$ cat src/rtl/sm_pkg.sv
// Shared types and constants for the stepper-motor phase sequencer.
package sm_pkg;

    // Index into the 8-entry half-step phase table.
    typedef logic [2:0] phase_idx_t;

    localparam logic DIR_FWD = 1'b1;
    localparam logic DIR_REV = 1'b0;

    // Coil drive {A, B, nA, nB}; entry 0 is the rightmost element.
    localparam logic [7:0][3:0] PHASE_TAB = {
        4'b1001, 4'b0001, 4'b0011, 4'b0010,
        4'b0110, 4'b0100, 4'b1100, 4'b1000
    };

    // Index step size. Full-step from an odd (two-phase-on) index jumps 2;
    // from an even index it moves 1 so the next position is two-phase-on.
    function automatic logic [1:0] step_mag(input logic half, input phase_idx_t idx);
        return (half || !idx[0]) ? 2'd1 : 2'd2;
    endfunction

endpackage

$ cat src/rtl/sm_lim_debounce.sv
// Limit-switch conditioning: 2-FF synchroniser followed by a stability filter.
module sm_lim_debounce #(
    parameter int DEB_CYC = 16
) (
    input  logic clk,
    input  logic rst,
    input  logic raw,
    output logic deb
);
    localparam int CW = $clog2(DEB_CYC + 1);

    logic          s1, s2;
    logic [CW-1:0] cnt;

    // Synchronise, then accept the new level only after DEB_CYC consecutive
    // differing samples; any return to the current level restarts the count.
    always_ff @(posedge clk) begin
        if (rst) begin
            s1  <= 1'b0;
            s2  <= 1'b0;
            deb <= 1'b0;
            cnt <= '0;
        end else begin
            s1 <= raw;
            s2 <= s1;
            if (s2 != deb) begin
                if (cnt == CW'(DEB_CYC - 1)) begin
                    deb <= s2;
                    cnt <= '0;
                end else begin
                    cnt <= cnt + 1'b1;
                end
            end else begin
                cnt <= '0;
            end
        end
    end

endmodule

$ cat src/rtl/sm_phase_seq.sv
// Stepper-motor coil phase sequencer: step-edge detect, limit blocking,
// signed position tracking and idle hold-current reduction.
module sm_phase_seq
    import sm_pkg::*;
#(
    parameter int POS_W    = 24,
    parameter int HOLD_CYC = 50000000,
    parameter int DEB_CYC  = 16
) (
    input  logic                    clk,
    input  logic                    rst,
    input  logic                    drv_pulse,
    input  logic                    dir,
    input  logic                    half_step,
    input  logic                    drv_en_SM,
    input  logic                    lim_fwd,
    input  logic                    lim_rev,
    input  logic                    pos_clr,
    output logic [3:0]              phase,
    output logic signed [POS_W-1:0] pos,
    output logic                    step_ack,
    output logic                    fault_lim,
    output logic                    hold_low
);
    localparam int             HW       = $clog2(HOLD_CYC + 1);
    localparam logic [HW-1:0]  HOLD_MAX = HW'(HOLD_CYC);

    logic                    pulse_q, req_q, dir_q;
    logic                    deb_fwd, deb_rev;
    logic                    blocked, accept;
    logic [1:0]              mag;
    phase_idx_t              idx, idx_nxt;
    logic signed [POS_W-1:0] pos_nxt;
    logic [HW-1:0]           hold_cnt;

    sm_lim_debounce #(.DEB_CYC(DEB_CYC)) u_deb_fwd (
        .clk (clk), .rst (rst), .raw (lim_fwd), .deb (deb_fwd)
    );

    sm_lim_debounce #(.DEB_CYC(DEB_CYC)) u_deb_rev (
        .clk (clk), .rst (rst), .raw (lim_rev), .deb (deb_rev)
    );

    // Decide whether the pending request steps, and where idx/pos land.
    always_comb begin
        blocked = (dir_q == DIR_FWD) ? deb_fwd : deb_rev;
        accept  = req_q & drv_en_SM & ~blocked;
        mag     = step_mag(half_step, idx);
        idx_nxt = idx;
        pos_nxt = pos;
        if (accept) begin
            if (dir_q == DIR_FWD) begin
                idx_nxt = idx + phase_idx_t'(mag);
                pos_nxt = pos + POS_W'(mag);
            end else begin
                idx_nxt = idx - phase_idx_t'(mag);
                pos_nxt = pos - POS_W'(mag);
            end
        end
    end

    // Request capture, step commit, fault latch, hold timer and phase drive.
    always_ff @(posedge clk) begin
        if (rst) begin
            pulse_q   <= 1'b0;
            req_q     <= 1'b0;
            dir_q     <= 1'b0;
            idx       <= '0;
            pos       <= '0;
            phase     <= '0;
            step_ack  <= 1'b0;
            fault_lim <= 1'b0;
            hold_cnt  <= '0;
        end else begin
            pulse_q  <= drv_pulse;
            req_q    <= drv_pulse & ~pulse_q;
            dir_q    <= dir;
            idx      <= idx_nxt;
            step_ack <= accept;
            phase    <= drv_en_SM ? PHASE_TAB[idx_nxt] : 4'b0000;
            // A clear request wins over a same-cycle step for pos and fault.
            if (pos_clr) begin
                pos       <= '0;
                fault_lim <= 1'b0;
            end else begin
                pos <= pos_nxt;
                if (req_q & drv_en_SM & blocked)
                    fault_lim <= 1'b1;
            end
            if (accept)
                hold_cnt <= '0;
            else if (hold_cnt != HOLD_MAX)
                hold_cnt <= hold_cnt + 1'b1;
        end
    end

    assign hold_low = (hold_cnt == HOLD_MAX);

endmodule

$ cat config.mk
export PLATFORM = sky130hd
export DESIGN_NAME = sm_phase_seq
export DESIGN_NICKNAME = d
export VERILOG_FILES = /design/src/rtl/sm_pkg.sv /design/src/rtl/sm_lim_debounce.sv /design/src/rtl/sm_phase_seq.sv
export SDC_FILE = /design/constraint.sdc
export NUM_CORES = 1
export LEC_CHECK = 0
export ABC_AREA = 1
export CORE_UTILIZATION = 50
export DETAILED_ROUTE_END_ITERATION = 7
export PLACE_DENSITY = 0.7
export SLEW_MARGIN = 20
export SYNTH_ARGS = -nofsm -noshare
export SYNTH_HDL_FRONTEND = slang
export SYNTH_HIERARCHICAL = 1
export SYNTH_SLANG_ARGS = --single-unit
$ cat constraint.sdc
create_clock -name clk -period 2.45 [get_ports clk]
set_input_delay 0.245 -clock clk [delete_from_list [all_inputs] [get_ports clk]]
set_output_delay 0.245 -clock clk [all_outputs]
set_load 0.02 [all_outputs]
==> flow_summary.yaml, run 1 <==
die:
  ios: 40
  die_w_um: 103
  die_h_um: 103
  row_count: 36
  dieArea_um2: 10600
  core_region_area_um2: 9820
  start_util_pct: 51.7
drt:
  drc: 0
  dr.pass1.iters: 5
  drt_iter0_markers: 243
  via_per_inst: 4.97
  ant_nets: 0
  detail_route.wl_per_cell_um: 12.0
  vias: 4882
  wirelength_mm: 11.8
power_and_ir_drop:
  power.density_nw_per_um2: 469
  p_leak_nw: 2.88
  ir_drop_uv: 281
synthesis:
  synth_top_family_by_area: "simple AND/OR/NAND/NOR gates"
  synthFlopType: "dfxtp_1"
  synthCells: 792
  synth_async_sr_flop_share_pct: 0
  synth_edf_count: 0
  post-synth-top-count-cell: "nand2_1"
  synth_area_um2: 5070
  ys_top_cells_by_area: "dfxtp_1 31%, nand2_1 17%, inv_1 11%"
  ys_ff_latch: 78
  synthMuxAreaShare_pct: 0
  syn-num-nets: 832
  synthAdderAreaFrac_pct: 7.94
  netlist.area_leader.share_pct: 30.8
  yosysSeqAreaShare_pct: 30.8
  synth-xor-area-share_pct: 2.56
  synthSimpleGateAreaFrac_pct: 35.9
  synth-compound-area-share_pct: 10.4
  yosysTopAreaCell: "dfxtp_1"
  synth_commonest_cells: "224 x nand2_1, 151 x inv_1, 82 x nor2_1"
  yosysWarnings: 6
  syn_area_per_cell_um2: 6.41
  ys_types: 41
outcome:
  outcome: "finished, final reports clean"
setup_path:
  path_max_fanout: 22
  critical-path-max-stage-delay_ns: 0.35
  path_common_cell: "nand2_1"
  path_class: "reg -> reg"
  cp_data_arrival_time_ns: 2.38
  start_kind: "flip-flop"
  cp-end-kind: "flip-flop"
  cp_slowest_cell: "dfxtp_1"
  required_ns: 2.72
  cp_cell_sequence: "inv_4 > ha_1 > nand2_1 > inv_1 > a21oi_1 > inv_1 > a21oi_1 > nand2_1 > nand2_1 > nand3_1 > nand2_1 > inv_1"
sta:
  rsz0062_at_grt: "false"
  whs_ns: 0.395
  slew_viol_final: 0
  report.final.hold_viol_count: 0
  min_period_ns: 2.11
  tns_ns: 0
  skew_ns: 0.00762
  fmax_mhz: 475
  finalCritPeriodShare_pct: 85.9
  slew_headroom_pct: 59.9
  setup-violations-final: 0
  worst_pin_slew_ns: 0.597
  setup_slack_ns: 0.345
clocking:
  cts.sinks: 78
  hold_buffers: 0
  cts_made_buffers: 9
  post_cts_buffers: 0
  post_cts_resized: 0
  clk-insertion-delay-late_ns: 0.36
  clockBufferDepth: 2
  tritoncts: "yes"
  htreeDepth: 3
  cts_root_buf: "clkbuf_8"
  clkTransAtPathRegs_ns: 0.09
placed_design:
  dpl.cell_count: 966
  gp_congestion: 0.931
  dpl.hpwl_mm: 9.01
  dpl-instance-area_um2: 5670
  pre_cts_ws_ns: 0.0530
  port_buffers: 39
grt:
  antenna_found_initial: 0
  grt_max_degree: 27
  grt_pass1_vias: 4434
  grt_usage_pct: 23.4
  gr-total-overflow: 0
  grt_first_pass_wirelength_mm: 19.5
cells_and_area:
  syn2layout_area_growth_pct: 15.9
  layout.cells.non_filler: 982
  drive_gt1_share_pct: 6.71
  diodes: 0
  final_nets: 884
  fin_area_um2: 5880
hold_path:
  hp-class: "reg -> reg"
flow_run:
  drv_cap: 0
layer usage:
metal / GRT usage [%] / part of all wire (%) / up-vias
met1: 32.1 / 49 / 2196
met3: 3.53 / 4.7 / 15
met2: 37.5 / 45 / 96
li1: - / - / 2575
met4: 7.91 / 1.4 / 0
met5: 0 / 0 / -
report_power, final:
part | leakage, nW | total (mW) | switching (mW) | internal, mW
Combinational | 2.15 | 0.429 | 0.274 | 0.155
Clock | 0.0980 | 1.02 | 0.536 | 0.484
Sequential | 0.632 | 1.31 | 0.0171 | 1.29
Total | 2.88 | 2.76 | 0.827 | 1.93
state kept, by name, summed over array words and instances, names as in the netlist:
signal and flops:
u_deb_rev/deb 1, req_q 1, step_ack 1, u_deb_fwd/cnt 5
phase 4, u_deb_rev/s1 1, pulse_q 1, pos 24
u_deb_fwd/s1 1, hold_cnt 26, u_deb_rev/s2 1, u_deb_rev/cnt 5
idx 3, u_deb_fwd/deb 1, dir_q 1, fault_lim 1
u_deb_fwd/s2 1
through the flow:
stage / utilization (%) / total power [mW]
final: 59.9 / 2.76
after detailed placement: 57.7 / 1.76
after CTS: 59.8 / 2.79
after floorplan: - / 1.63
after global routing: 59.9 / 2.91
after global placement: 57.7 / 1.75
area by class of cell:
cell class	count	area, um2
clock buffers	9	124
repair buffers	51	483
inverters	154	581
fillers	995	3940
well taps	133	166
clock inverters	7	82.6
flip-flops and latches	78	1560
multi-input cells	550	2880
kinds of logic after synthesis:
group / after synthesis
xor+xnor: 14
buf+inv: 164
flops: 78
compound gates: 87
fa+ha+maj: 31
simple gates: 418
placed cells by master (no fill, tap or decap), types with 2 or more instances in the layout:
master and count:
inv_1 151, or2_0 5, nor2_2 4, nand3_2 3, nor2_4 2, dfxtp_1 78, nand3b_1 3, inv_2 2
clkbuf_8 9, nor3_1 13, a21oi_1 32, a211oi_1 2, nand2_2 6, nand4_1 13, nand2_1 224, nand3_1 53
or2_2 3, fa_1 2, o21ai_0 19, a21oi_2 3, clkinv_4 2, o21a_1 17, buf_4 12, nor2_1 82
o21bai_1 6, a21o_1 4, clkdlybuf4s50_1 38, xnor2_1 4, xor2_1 9, clkinvlp_4 2, ha_1 29
final timing paths:
path | start | to | slack [ns] | cells after the start
max | dir_q | pos[16] | 0.34 | 12
min | pulse_q | req_q | 0.40 | 1
max reg2reg | dir_q | pos[16] | 0.34 | 12
min reg2reg | pulse_q | req_q | 0.40 | 1
worst max-delay path: cells and delay by family, from the launching register on:
family / cells / cell delay (ns)
buffers and inverters: 4 / 0.41
AOI/OAI and AO/OA: 2 / 0.46
adders and majority gates: 1 / 0.35
and+or+nand+nor: 5 / 0.44
DFF: 1 / 0.35
Power figures use the tool's default switching activity.
==> inputs of run 2 (changes only) <==
--- a/config.mk
+++ b/config.mk
@@ -12,5 +12,4 @@
 export SLEW_MARGIN = 20
 export SYNTH_ARGS = -nofsm -noshare
 export SYNTH_HDL_FRONTEND = slang
-export SYNTH_HIERARCHICAL = 1
 export SYNTH_SLANG_ARGS = --single-unit
==> flow_summary.yaml, run 2 <==
outcome:
  outcome: "finished, final reports clean"
synthesis:
  yosysSeqAreaShare_pct: 30.5
  ys_types: 39
  syn_area_per_cell_um2: 6.38
  netlist.area_leader.share_pct: 30.5
  ys_ff_latch: 78
  post-synth-top-count-cell: "nand2_1"
  synth_commonest_cells: "227 x nand2_1, 150 x inv_1, 79 x nor2_1"
  synth_area_um2: 5120
  synthCells: 803
  synth_async_sr_flop_share_pct: 0
  synth_edf_count: 0
  ys_top_cells_by_area: "dfxtp_1 30%, nand2_1 17%, inv_1 11%"
  synthFlopType: "dfxtp_1"
  yosysWarnings: 0
  syn-num-nets: 843
  yosysTopAreaCell: "dfxtp_1"
drt:
  via_per_inst: 5.02
  dr.pass1.iters: 5
  detail_route.wl_per_cell_um: 12.3
  drc: 0
  ant_nets: 0
  vias: 4966
  drt_iter0_markers: 218
  wirelength_mm: 12.2
sta:
  rsz0062_at_grt: "false"
  finalCritPeriodShare_pct: 90.3
  min_period_ns: 2.21
  worst_pin_slew_ns: 0.478
  skew_ns: 0.0109
  slew_viol_final: 0
  setup-violations-final: 0
  report.final.hold_viol_count: 0
  whs_ns: 0.392
  setup_slack_ns: 0.239
  fmax_mhz: 452
  tns_ns: 0
  slew_headroom_pct: 68.1
clocking:
  clk-insertion-delay-late_ns: 0.36
  clockBufferDepth: 2
  clkTransAtPathRegs_ns: 0.09
  post_cts_buffers: 0
  hold_buffers: 0
  htreeDepth: 3
  cts.sinks: 78
  cts_made_buffers: 9
  tritoncts: "yes"
  cts_root_buf: "clkbuf_8"
die:
  dieArea_um2: 10700
  ios: 40
  die_w_um: 103
  start_util_pct: 51.9
  core_region_area_um2: 9860
  die_h_um: 103
  row_count: 36
cells_and_area:
  final_util_pct: 60.0
  largest_register: "hold_cnt"
  largest_registers: "hold_cnt x26, pos x24"
  seq_area_um2: 1560
  largest_reg_flops: 26
  drive_gt1_share_pct: 6.78
  final_cell_mix: "227 x nand2_1, 150 x inv_1, 79 x nor2_1"
  syn2layout_area_growth_pct: 15.6
  num-fill-cells: 966
  multi_input_area_um2: 2930
  diodes: 0
  final_nets: 891
  final_common_cell: "nand2_1"
placed_design:
  port_buffers: 39
  pre_cts_ws_ns: 0.0311
  dpl.hpwl_mm: 9.33
  gp_congestion: 0.914
hold_path:
  hp-class: "reg -> reg"
grt:
  grt_first_pass_wirelength_mm: 20.4
  grt_max_degree: 26
  grt_usage_pct: 24.6
  grt_pass1_vias: 4544
  antenna_found_initial: 0
  gr-total-overflow: 0
setup_path:
  start_kind: "flip-flop"
  cp-end-kind: "flip-flop"
  required_ns: 2.71
  cp_data_arrival_time_ns: 2.48
  rrSetupSlack_ns: 0.24
  path_class: "reg -> reg"
  path_max_fanout: 22
power_and_ir_drop:
  power.density_nw_per_um2: 486
  p_leak_nw: 2.92
  ir_drop_uv: 426
flow_run:
  drv_cap: 0
[run 2: changes by cell type in the layout (fill, tap and decap cells not counted), sizes merged, moves of 4 or more]
cell    before  now
nand2      230  239
xnor2        4    0
buf         12    7
a21oi       35   41
o21bai       6   11
[run 2: worst paths after layout]
| check | end | cells past startpoint | start |
|---|---|---|---|
| hold / removal | req_q | 1 | pulse_q |
| hold reg to reg | req_q | 1 | pulse_q |
| setup / recovery | pos[16] | 11 | dir_q |
| setup reg to reg | pos[16] | 11 | dir_q |
[run 2: critical path, cell delays in order, from the launching register on]
cell      delay [ns]
dfxtp_1         0.35
inv_2           0.20
ha_1            0.45
nand2_1         0.09
inv_1           0.09
nand3_1         0.13
o21bai_1        0.38
nand2_1         0.14
nand3_1         0.09
nand3_1         0.08
nand2_1         0.07
inv_1           0.04
[run 2: per-layer routing]
metal	global-route usage [%]	wire length (um)	vias up	share of wire, %
li1	-	-	2609	-
met1	35.0	6140	2228	50
met2	38.5	5380	119	44
met3	3.23	529	10	4.3
met4	8.34	139	0	1.1
met5	0	0	-	0
[run 2: layout make-up]
cell class | instances | share of cell area [%]
multi-input combinational | 560 | 49.6
sequential | 78 | 26.4
inverter | 156 | 9.91
timing repair buffer | 46 | 7.46
tap | 133 | 2.81
clock buffer | 10 | 2.33
clock inverter | 6 | 1.54
[run 2: what timing repair did]
action | CTS | global route
endpoints found under the hold margin | 0 | 0
gates resized for setup | 2 | 0
endpoints found under the setup margin | 1 | 0
[run 2: metrics by stage]
stage	area, um2	std cells	power (mW)
final	5920	989	2.88
after global routing	5920	989	3.00
after CTS	5920	989	2.89
after detailed placement	5690	973	1.76
after global placement	5690	973	1.75
after floorplan	5120	803	1.64
[run 2: power breakdown]
group | leakage [nW] | total, mW | internal [mW] | switching, mW
Sequential | 0.632 | 1.31 | 1.29 | 0.0171
Combinational | 2.17 | 0.427 | 0.153 | 0.274
Clock | 0.117 | 1.14 | 0.609 | 0.533
Total | 2.92 | 2.88 | 2.05 | 0.824
[run 2: cells by family (layout without fill, tap and decap cells)]
logic type,Yosys count,in the layout,synth area share (%)
compound gates,101,101,11.7
simple gates,418,418,35.8
xor+xnor,10,10,1.86
buf+inv,165,218,12.4
fa+ha+maj,31,31,7.87
flops,78,78,30.5
==> inputs of run 3 (changes only) <==
--- a/config.mk
+++ b/config.mk
@@ -6,9 +6,9 @@
 export NUM_CORES = 1
 export LEC_CHECK = 0
 export ABC_AREA = 1
-export CORE_UTILIZATION = 50
+export CORE_UTILIZATION = 59
 export DETAILED_ROUTE_END_ITERATION = 7
-export PLACE_DENSITY = 0.7
+export PLACE_DENSITY = 0.81
 export SLEW_MARGIN = 20
 export SYNTH_ARGS = -nofsm -noshare
 export SYNTH_HDL_FRONTEND = slang
==> flow_summary.yaml, run 3 (synthesis results as in run 2) <==
outcome:
  outcome: "finished, final reports clean"
clocking:
  hold_buffers: 0
  clk-insertion-delay-late_ns: 0.36
  tritoncts: "yes"
  cts.sinks: 78
  clkTransAtPathRegs_ns: 0.09
  htreeDepth: 3
  cts_made_buffers: 9
  clockBufferDepth: 2
  cts_root_buf: "clkbuf_8"
cells_and_area:
  num-fill-cells: 719
  multi_input_area_um2: 2930
  layout.cells.non_filler: 964
  diodes: 0
  seq_area_um2: 1560
  largest_reg_flops: 26
  final_nets: 894
  largest_register: "hold_cnt"
  final_util_pct: 71.0
  syn2layout_area_growth_pct: 15.1
  fin_area_um2: 5890
  final_cell_mix: "227 x nand2_1, 150 x inv_1, 79 x nor2_1"
  largest_registers: "hold_cnt x26, pos x24"
  final_common_cell: "nand2_1"
  drive_gt1_share_pct: 7.10
power_and_ir_drop:
  p_leak_nw: 2.92
  pwr-share-seq_pct: 47.1
  power_mw: 2.78
  ir_drop_uv: 414
  comb_power_share_pct: 15.8
  p_sw_mw: 0.845
  p_int_mw: 1.93
  power.density_nw_per_um2: 471
  clockPowerShare_pct: 37.1
  p_sw_share_pct: 30.4
sta:
  slew_headroom_pct: 72.7
  setup_slack_ns: 0.249
  skew_ns: 0.0124
  tns_ns: 0
  finalCritPeriodShare_pct: 89.8
  worst_pin_slew_ns: 0.408
  whs_ns: 0.394
  fmax_mhz: 454
  rsz0062_at_grt: "false"
  slew_viol_final: 0
  report.final.hold_viol_count: 0
  setup-violations-final: 0
  min_period_ns: 2.20
drt:
  vias: 5046
  dr.pass1.iters: 5
  via_per_inst: 5.23
  drc: 0
  wirelength_mm: 12.7
  drt_iter0_markers: 265
  ant_nets: 0
  detail_route.wl_per_cell_um: 13.2
placed_design:
  port_buffers: 39
  dpl.cell_count: 948
  pre_cts_ws_ns: 0.0746
  dpl.hpwl_mm: 9.82
  dpl-instance-area_um2: 5690
  gp_congestion: 0.901
setup_path:
  cp_data_arrival_time_ns: 1.96
  cp-end-kind: "output port"
  start_kind: "flip-flop"
  rrSetupSlack_ns: 0.28
  path_max_fanout: 6
  rr_worst_depth: 12
  r2r_end: "pos[15]"
  path_class: "reg -> out"
  required_ns: 2.20
  r2r_start: "dir_q"
die:
  die_w_um: 95.2
  start_util_pct: 61.7
  ios: 40
  row_count: 33
  dieArea_um2: 9060
  die_h_um: 95.2
  core_region_area_um2: 8300
grt:
  grt_first_pass_wirelength_mm: 21.0
  grt_usage_pct: 30.0
  antenna_found_initial: 1
  grt_pass1_vias: 4673
  grt_max_degree: 25
  gr-total-overflow: 0
hold_path:
  hp-class: "in -> reg"
  hold_end: "u_deb_rev.s1"
  holdCritStartpoint: "lim_rev"
  hold_depth: 3
flow_run:
  drv_cap: 0
[run 3: cell count changes in the layout (fill, tap and decap cells not counted), sizes merged]
cell,before,now
buf,7,10
bufinv,2,1
clkbuf,10,9
clkinvlp,0,1
inv,157,158
[run 3: worst max-delay path: stages, from the launching register on]
cell,delay (ns)
dfxtp_1,0.43
nand2_2,0.15
nor2_4,0.15
nand2_1,0.06
nor3_1,0.20
nand2_1,0.15
inv_1,0.11
dlygate4sd2_1,0.34
[run 3: power by group through the flow]
stage               logic (mW)  clock network, mW  registers, mW
global route             0.496               1.10           1.31
finish                   0.439               1.03           1.31
CTS                      0.433               1.05           1.31
detailed placement       0.429                  0           1.34
global placement         0.423                  0           1.34
floorplan                0.288                  0           1.35
[run 3: final cells by class]
type / instances / area share (%)
Clock buffer: 9 / 2.10
Clock inverter: 7 / 1.36
Inverter: 156 / 9.96
Multi-Input combinational cell: 560 / 49.8
Sequential cell: 78 / 26.5
Tap cell: 105 / 2.23
Timing Repair Buffer: 49 / 8.09
[run 3: worst max path at each step]
| stage | from | endpoint | slack [ns] | cells after the start |
|---|---|---|---|---|
| 3_3_place_gp | half_step | pos[12] | 0.16 | 15 |
| 4_1_cts | hold_cnt[12] | hold_low | 0.24 | 7 |
| 3_5_place_dp | half_step | pos[8] | 0.07 | 12 |
| 2_1_floorplan | dir_q | pos[12] | 0.58 | 11 |
| 5_1_grt | dir_q | pos[15] | 0.11 | 12 |
| 6_report | hold_cnt[12] | hold_low | 0.25 | 7 |
[run 3: repair_timing]
action                     4_1_cts  5_1_grt
setup endpoints to repair        1        0
setup buffers                    0        0
gates resized for setup          2        0
[run 3: metal layers]
metal	wire length, um	GRT usage (%)
met5	0	0
met4	174	10.1
met3	860	5.26
met2	5810	49.2
met1	5860	39.7
